$ cat src/rtl/spi_pkg.sv
// Shared definitions for the byte-wide mode-0 SPI controller.
package spi_pkg;

    localparam int unsigned SPI_BITS   = 8;
    localparam int unsigned HALF_COUNT = 2 * SPI_BITS;
    localparam int unsigned HALF_CNT_W = $clog2(HALF_COUNT);

    typedef enum logic [1:0] {
        IDLE,
        LEAD,
        XFER,
        TRAIL
    } state_t;

endpackage

$ cat src/rtl/spi_if.sv
// Handshake and serial-link signals of the SPI controller.
interface spi_if;
    import spi_pkg::*;

    logic                start;
    logic [SPI_BITS-1:0] tx_data;
    logic [SPI_BITS-1:0] rx_data;
    logic                busy;
    logic                done;
    logic                sclk;
    logic                cs_n;
    logic                mosi;
    logic                miso;

    modport master (
        input  start,
        input  tx_data,
        input  miso,
        output rx_data,
        output busy,
        output done,
        output sclk,
        output cs_n,
        output mosi
    );

    modport slave (
        output start,
        output tx_data,
        output miso,
        input  rx_data,
        input  busy,
        input  done,
        input  sclk,
        input  cs_n,
        input  mosi
    );

endinterface

$ cat src/rtl/spi_clkgen.sv
// Half-period timer: one-cycle tick every CLK_DIV enabled cycles.
module spi_clkgen #(
    parameter int unsigned CLK_DIV = 4
) (
    input  logic clk,
    input  logic rst_n,
    input  logic en,
    input  logic clr,
    output logic tick
);

    localparam int unsigned W    = (CLK_DIV > 1) ? $clog2(CLK_DIV) : 1;
    localparam logic [W-1:0] LAST = W'(CLK_DIV - 1);

    logic [W-1:0] cnt;

    assign tick = en && (cnt == LAST);

    always_ff @(posedge clk or negedge rst_n) begin
        if (!rst_n) begin
            cnt <= '0;
        end else if (clr) begin
            cnt <= '0;
        end else if (en) begin
            cnt <= tick ? '0 : cnt + W'(1);
        end
    end

endmodule

$ cat src/rtl/spi_controller.sv
// Mode-0 MSB-first SPI initiator, one 8-bit full-duplex transfer per start.
// Optional SPI_MISO_SYNC_EN adds a two-flop miso synchronizer (CLK_DIV >= 3).
module spi_controller #(
    parameter int unsigned CLK_DIV = 4
) (
    input  logic clk,
    input  logic rst_n,
    spi_if.master bus
);
    import spi_pkg::*;

    localparam logic [HALF_CNT_W-1:0] LAST_HALF = HALF_CNT_W'(HALF_COUNT - 1);
    localparam logic [HALF_CNT_W-1:0] LAST_HIGH = HALF_CNT_W'(HALF_COUNT - 2);

    state_t                state, state_d;
    logic [HALF_CNT_W-1:0] half, half_d;
    logic [SPI_BITS-1:0]   tx_sh, tx_d;
    logic [SPI_BITS-1:0]   rx_sh, rx_d;
    logic [SPI_BITS-1:0]   rx_out, rx_out_d;
    logic                  sclk_q, sclk_d;
    logic                  cs_n_q, cs_n_d;
    logic                  busy_q, busy_d;
    logic                  done_q, done_d;
    logic                  clk_en, clk_clr, tick;
    logic                  miso_s;

`ifdef SPI_MISO_SYNC_EN
    logic [1:0] miso_sync;

    always_ff @(posedge clk or negedge rst_n) begin
        if (!rst_n) begin
            miso_sync <= '0;
        end else begin
            miso_sync <= {miso_sync[0], bus.miso};
        end
    end

    assign miso_s = miso_sync[1];
`else
    assign miso_s = bus.miso;
`endif

    spi_clkgen #(
        .CLK_DIV(CLK_DIV)
    ) u_clkgen (
        .clk  (clk),
        .rst_n(rst_n),
        .en   (clk_en),
        .clr  (clk_clr),
        .tick (tick)
    );

    // mosi is the MSB of the transmit register, so it is registered by
    // construction; clearing the register on exit returns mosi to 0.
    assign bus.mosi    = tx_sh[SPI_BITS-1];
    assign bus.sclk    = sclk_q;
    assign bus.cs_n    = cs_n_q;
    assign bus.busy    = busy_q;
    assign bus.done    = done_q;
    assign bus.rx_data = rx_out;

    always_comb begin
        state_d  = state;
        half_d   = half;
        tx_d     = tx_sh;
        rx_d     = rx_sh;
        rx_out_d = rx_out;
        sclk_d   = sclk_q;
        cs_n_d   = cs_n_q;
        busy_d   = busy_q;
        done_d   = 1'b0;
        clk_en   = (state != IDLE);
        clk_clr  = 1'b0;

        unique case (state)
            IDLE: begin
                if (bus.start) begin
                    state_d = LEAD;
                    tx_d    = bus.tx_data;
                    cs_n_d  = 1'b0;
                    busy_d  = 1'b1;
                    half_d  = '0;
                    clk_clr = 1'b1;
                end
            end
            LEAD: begin
                if (tick) begin
                    state_d = XFER;
                    sclk_d  = 1'b1;
                end
            end
            XFER: begin
                if (tick) begin
                    half_d = half + HALF_CNT_W'(1);
                    if (!half[0]) begin
                        // end of a high phase: sample miso, then fall
                        rx_d   = {rx_sh[SPI_BITS-2:0], miso_s};
                        sclk_d = 1'b0;
                        if (half != LAST_HIGH) begin
                            tx_d = {tx_sh[SPI_BITS-2:0], 1'b0};
                        end
                    end else if (half == LAST_HALF) begin
                        state_d = TRAIL;
                    end else begin
                        sclk_d = 1'b1;
                    end
                end
            end
            TRAIL: begin
                if (tick) begin
                    state_d  = IDLE;
                    cs_n_d   = 1'b1;
                    busy_d   = 1'b0;
                    done_d   = 1'b1;
                    tx_d     = '0;
                    rx_out_d = rx_sh;
                end
            end
            default: state_d = IDLE;
        endcase
    end

    always_ff @(posedge clk or negedge rst_n) begin
        if (!rst_n) begin
            state  <= IDLE;
            half   <= '0;
            tx_sh  <= '0;
            rx_sh  <= '0;
            rx_out <= '0;
            sclk_q <= 1'b0;
            cs_n_q <= 1'b1;
            busy_q <= 1'b0;
            done_q <= 1'b0;
        end else begin
            state  <= state_d;
            half   <= half_d;
            tx_sh  <= tx_d;
            rx_sh  <= rx_d;
            rx_out <= rx_out_d;
            sclk_q <= sclk_d;
            cs_n_q <= cs_n_d;
            busy_q <= busy_d;
            done_q <= done_d;
        end
    end

endmodule

$ cat src/flat_wrapper.sv
// flat-port wrapper written by rule: the top's interface ports become plain ports
module spi_controller_flat import spi_pkg::*;
#(
    parameter int unsigned CLK_DIV = 4
)
  (clk, rst_n, bus_start, bus_tx_data, bus_miso, bus_rx_data, bus_busy, bus_done, bus_sclk, bus_cs_n, bus_mosi);
  spi_if bus_i ();
  input  logic clk;
  input  logic rst_n;
  input wire logic [$bits(bus_i.start)-1:0] bus_start;
  input wire logic [$bits(bus_i.tx_data)-1:0] bus_tx_data;
  input wire logic [$bits(bus_i.miso)-1:0] bus_miso;
  output wire logic [$bits(bus_i.rx_data)-1:0] bus_rx_data;
  output wire logic [$bits(bus_i.busy)-1:0] bus_busy;
  output wire logic [$bits(bus_i.done)-1:0] bus_done;
  output wire logic [$bits(bus_i.sclk)-1:0] bus_sclk;
  output wire logic [$bits(bus_i.cs_n)-1:0] bus_cs_n;
  output wire logic [$bits(bus_i.mosi)-1:0] bus_mosi;
  assign bus_i.start = bus_start;
  assign bus_i.tx_data = bus_tx_data;
  assign bus_i.miso = bus_miso;
  assign bus_rx_data = bus_i.rx_data;
  assign bus_busy = bus_i.busy;
  assign bus_done = bus_i.done;
  assign bus_sclk = bus_i.sclk;
  assign bus_cs_n = bus_i.cs_n;
  assign bus_mosi = bus_i.mosi;
  spi_controller #(.CLK_DIV(CLK_DIV)) u_core (.clk(clk), .rst_n(rst_n), .bus(bus_i));
endmodule
$ cat config.mk
export PLATFORM = sky130hd
export DESIGN_NAME = spi_controller_flat
export DESIGN_NICKNAME = d
export VERILOG_FILES = /design/src/rtl/spi_pkg.sv /design/src/rtl/spi_if.sv /design/src/rtl/spi_clkgen.sv /design/src/rtl/spi_controller.sv /design/src/flat_wrapper.sv
export SDC_FILE = /design/constraint.sdc
export NUM_CORES = 1
export LEC_CHECK = 0
export CAP_MARGIN = 20
export CORE_MARGIN = 2
export CORE_UTILIZATION = 53
export DETAILED_ROUTE_END_ITERATION = 7
export PLACE_DENSITY = 0.86
export REMOVE_ABC_BUFFERS = 1
export SYNTH_ARGS = -nofsm -noshare
export SYNTH_HDL_FRONTEND = slang
export SYNTH_SLANG_ARGS = --single-unit
$ cat constraint.sdc
create_clock -name clk -period 2.24 [get_ports clk]
set_clock_uncertainty 0.15 [all_clocks]
set_input_delay 0.672 -clock clk [delete_from_list [all_inputs] [get_ports clk]]
set_output_delay 0.672 -clock clk [all_outputs]
set_load 0.01 [all_outputs]
==> results.cfg <==
[finish]
final_common_cell = dfrtp_1
antenna_cells = 0
final_cells = 214
mostFrequentLayoutCells = dfrtp_1 (35), clkdlybuf4s50_1 (23), mux2_2 (18)
drive_gt1_share_pct = 22.9
nFillCells = 224
nets = 191
fin_area_um2 = 2100
area_growth_pct = 21.3

[synth]
yosysSeqAreaShare_pct = 52.1
yosysTopAreaCell = dfrtp_1
synthesis.instances = 138
synth.distinct_cells = 33
yosysWarnings = 0
synth-seq-cells = 36
synth_top_area_share_pct = 50.6
synth_area_per_cell_um2 = 12.5
synth_area_leaders = dfrtp_1 (51%), mux2_2 (12%), ha_1 (7.2%)
syn-cell-area_um2 = 1730

[timing]
maxSlewViolCount = 0
fin_crit_sh_pct = 92.6
fin_crit_ps = 2070
hold_viol_final = 0
rsz0062_at_grt = no
relSlewSlack_pct = 70.7
fin_setup_tns_ps = 0
setup_viol = 0
setup_ws_ps = 165
worst_pin_slew_ps = 440
fmax_mhz = 482

[grt]
grt_pass1_vias = 1186
grt_use_total_pct = 19.2
grt_pass1_wl_um = 5260
antenna_found_initial = 0
grt_max_degree = 37
grt_overflow = 0

[cts]
clock_latency_ps = 330
hold_buffers = 0
cts_sinks = 36
cts_buffers = 5
cts_max_level = 2
clk_pin_slew_ps = 110
clk_path_buf_depth = 2
cts_tree = yes
cts_root_buf = clkbuf_4

[place]
place.gp.congestion = 0.856
io_buffers = 24
placed_area_um2 = 2030
place_ws_ps = -119
dp.cells = 206
dp_hpwl_um = 2390

[drt]
vias_per_cell = 5.36
drc_errors = 0
via_count = 1147
antenna_left = 0
drtIter0Drc = 71
totalWireLength_um = 3190
drt-pass1-iter-count = 4
wl_per_cell_um = 14.9

[worst_setup_path]
path_buf_inv = 1
crit_fanout = 3
cp_slowest_cell = clkdlybuf4s50_1
crit_cells = 1
endpoint_kind = output pin
cp_top_family = buffers and inverters
r2r_cells = 6
path_cells = clkdlybuf4s50_1
cpPeakStageDelay_ps = 550
crit_required_ps = 1420
startpoint_type = flip-flop
critPathKind = flip-flop to output pin
crit_arrival_ps = 1250

[die]
die-area_um2 = 3740
rows = 20
fp.dieW_um = 61.2
num_io_pins = 25
start_util_pct = 56.3
coreArea_um2 = 3080
die_h_um = 61.2

[power_and_ir_drop]
power_density_nw_per_um2 = 503
p_leak_uw = 0.000964
irDropWorstVdd_mv = 0.399

[worst_hold_path]
min_path_cells = 1
hp-class = flip-flop to flip-flop

[status]
status = finished clean

[job]
drv_cap = 0
## cell type report
type / count / area, µm² / area share [%]
Clock buffer: 7 / 55.1 / 2.62
Inverter: 8 / 30.0 / 1.43
Multi-Input combinational cell: 91 / 790 / 37.6
Sequential cell: 36 / 902 / 42.9
Tap cell: 44 / 55.1 / 2.62
Clock inverter: 1 / 7.51 / 0.357
Timing Repair Buffer: 27 / 262 / 12.4
## registers in the layout, indices dropped and copies added (netlist names)
signal and flops:
u_core.bus.busy 1, u_core.bus.sclk 1, u_core.bus.cs_n 1, u_core.u_clkgen.cnt 2, u_core.half 4, u_core.bus.done 1
u_core.state 2, u_core.tx_sh 8, u_core.rx_sh 8, u_core.bus.rx_data 8
## cells in the mapped netlist, drive strengths merged
cell	n
dfrtp	35
a21o	1
o31ai	2
nand2b	2
o221ai	1
nor3b	2
or2	1
ha	10
nand3	3
nor2b	1
and4	1
nor2	5
o21ai	7
clkbuf	1
mux2	24
a22o	6
nand2	11
inv	8
buf	2
and2b	2
a41oi	1
a21oi	6
nand4	2
mux2i	3
dfstp	1
## kinds of logic (layout without fill, tap and decap cells)
group	after synthesis	count (layout)	share of synthesized area, %
fa+ha+maj	10	10	7.23
mux	27	27	17.3
flops	36	36	52.1
simple gates	30	30	10.3
compound gates	24	24	10.4
buf+inv	11	43	2.60
## where the power goes
part	switching, µW	internal (µW)
clock	204	154
combinational	16.8	22.7
sequential	3.99	655
## layer usage
layer,wire length (µm),up-vias,track usage [%]
met3,216,2,6.93
met5,0,-,0
li1,-,550,-
met1,1340,561,23.5
met2,1620,34,33.0
met4,18,0,3.42
## final timing paths
check,startpoint,end,slack (ps)
setup / recovery,u_core.bus.busy,bus_busy,170
hold / removal,u_core.tx_sh[7],u_core.tx_sh[7],360
setup reg to reg,u_core.state[0],u_core.tx_sh[5],210
hold reg to reg,u_core.tx_sh[7],u_core.tx_sh[7],360
max in group asynchronous,rst_n,u_core.bus.cs_n,1000
min in group asynchronous,rst_n,u_core.tx_sh[6],600
## per-stage QoR
step	util, %	total power [µW]	hold slack, ps
4_1_cts	68.1	1080	362
5_1_grt	68.3	1110	373
2_1_floorplan	-	676	226
6_report	68.3	1060	358
3_3_place_gp	66.1	711	315
3_5_place_dp	66.1	712	338
## timing repair
action                                  4_1_cts  5_1_grt
endpoints found under the setup margin        1        1
setup buffers                                 0        0
hold endpoints to repair                      0        0
gates cloned                                  0        0
gates resized for setup                       1        1
No activity file was read; power rests on OpenSTA's default activity.
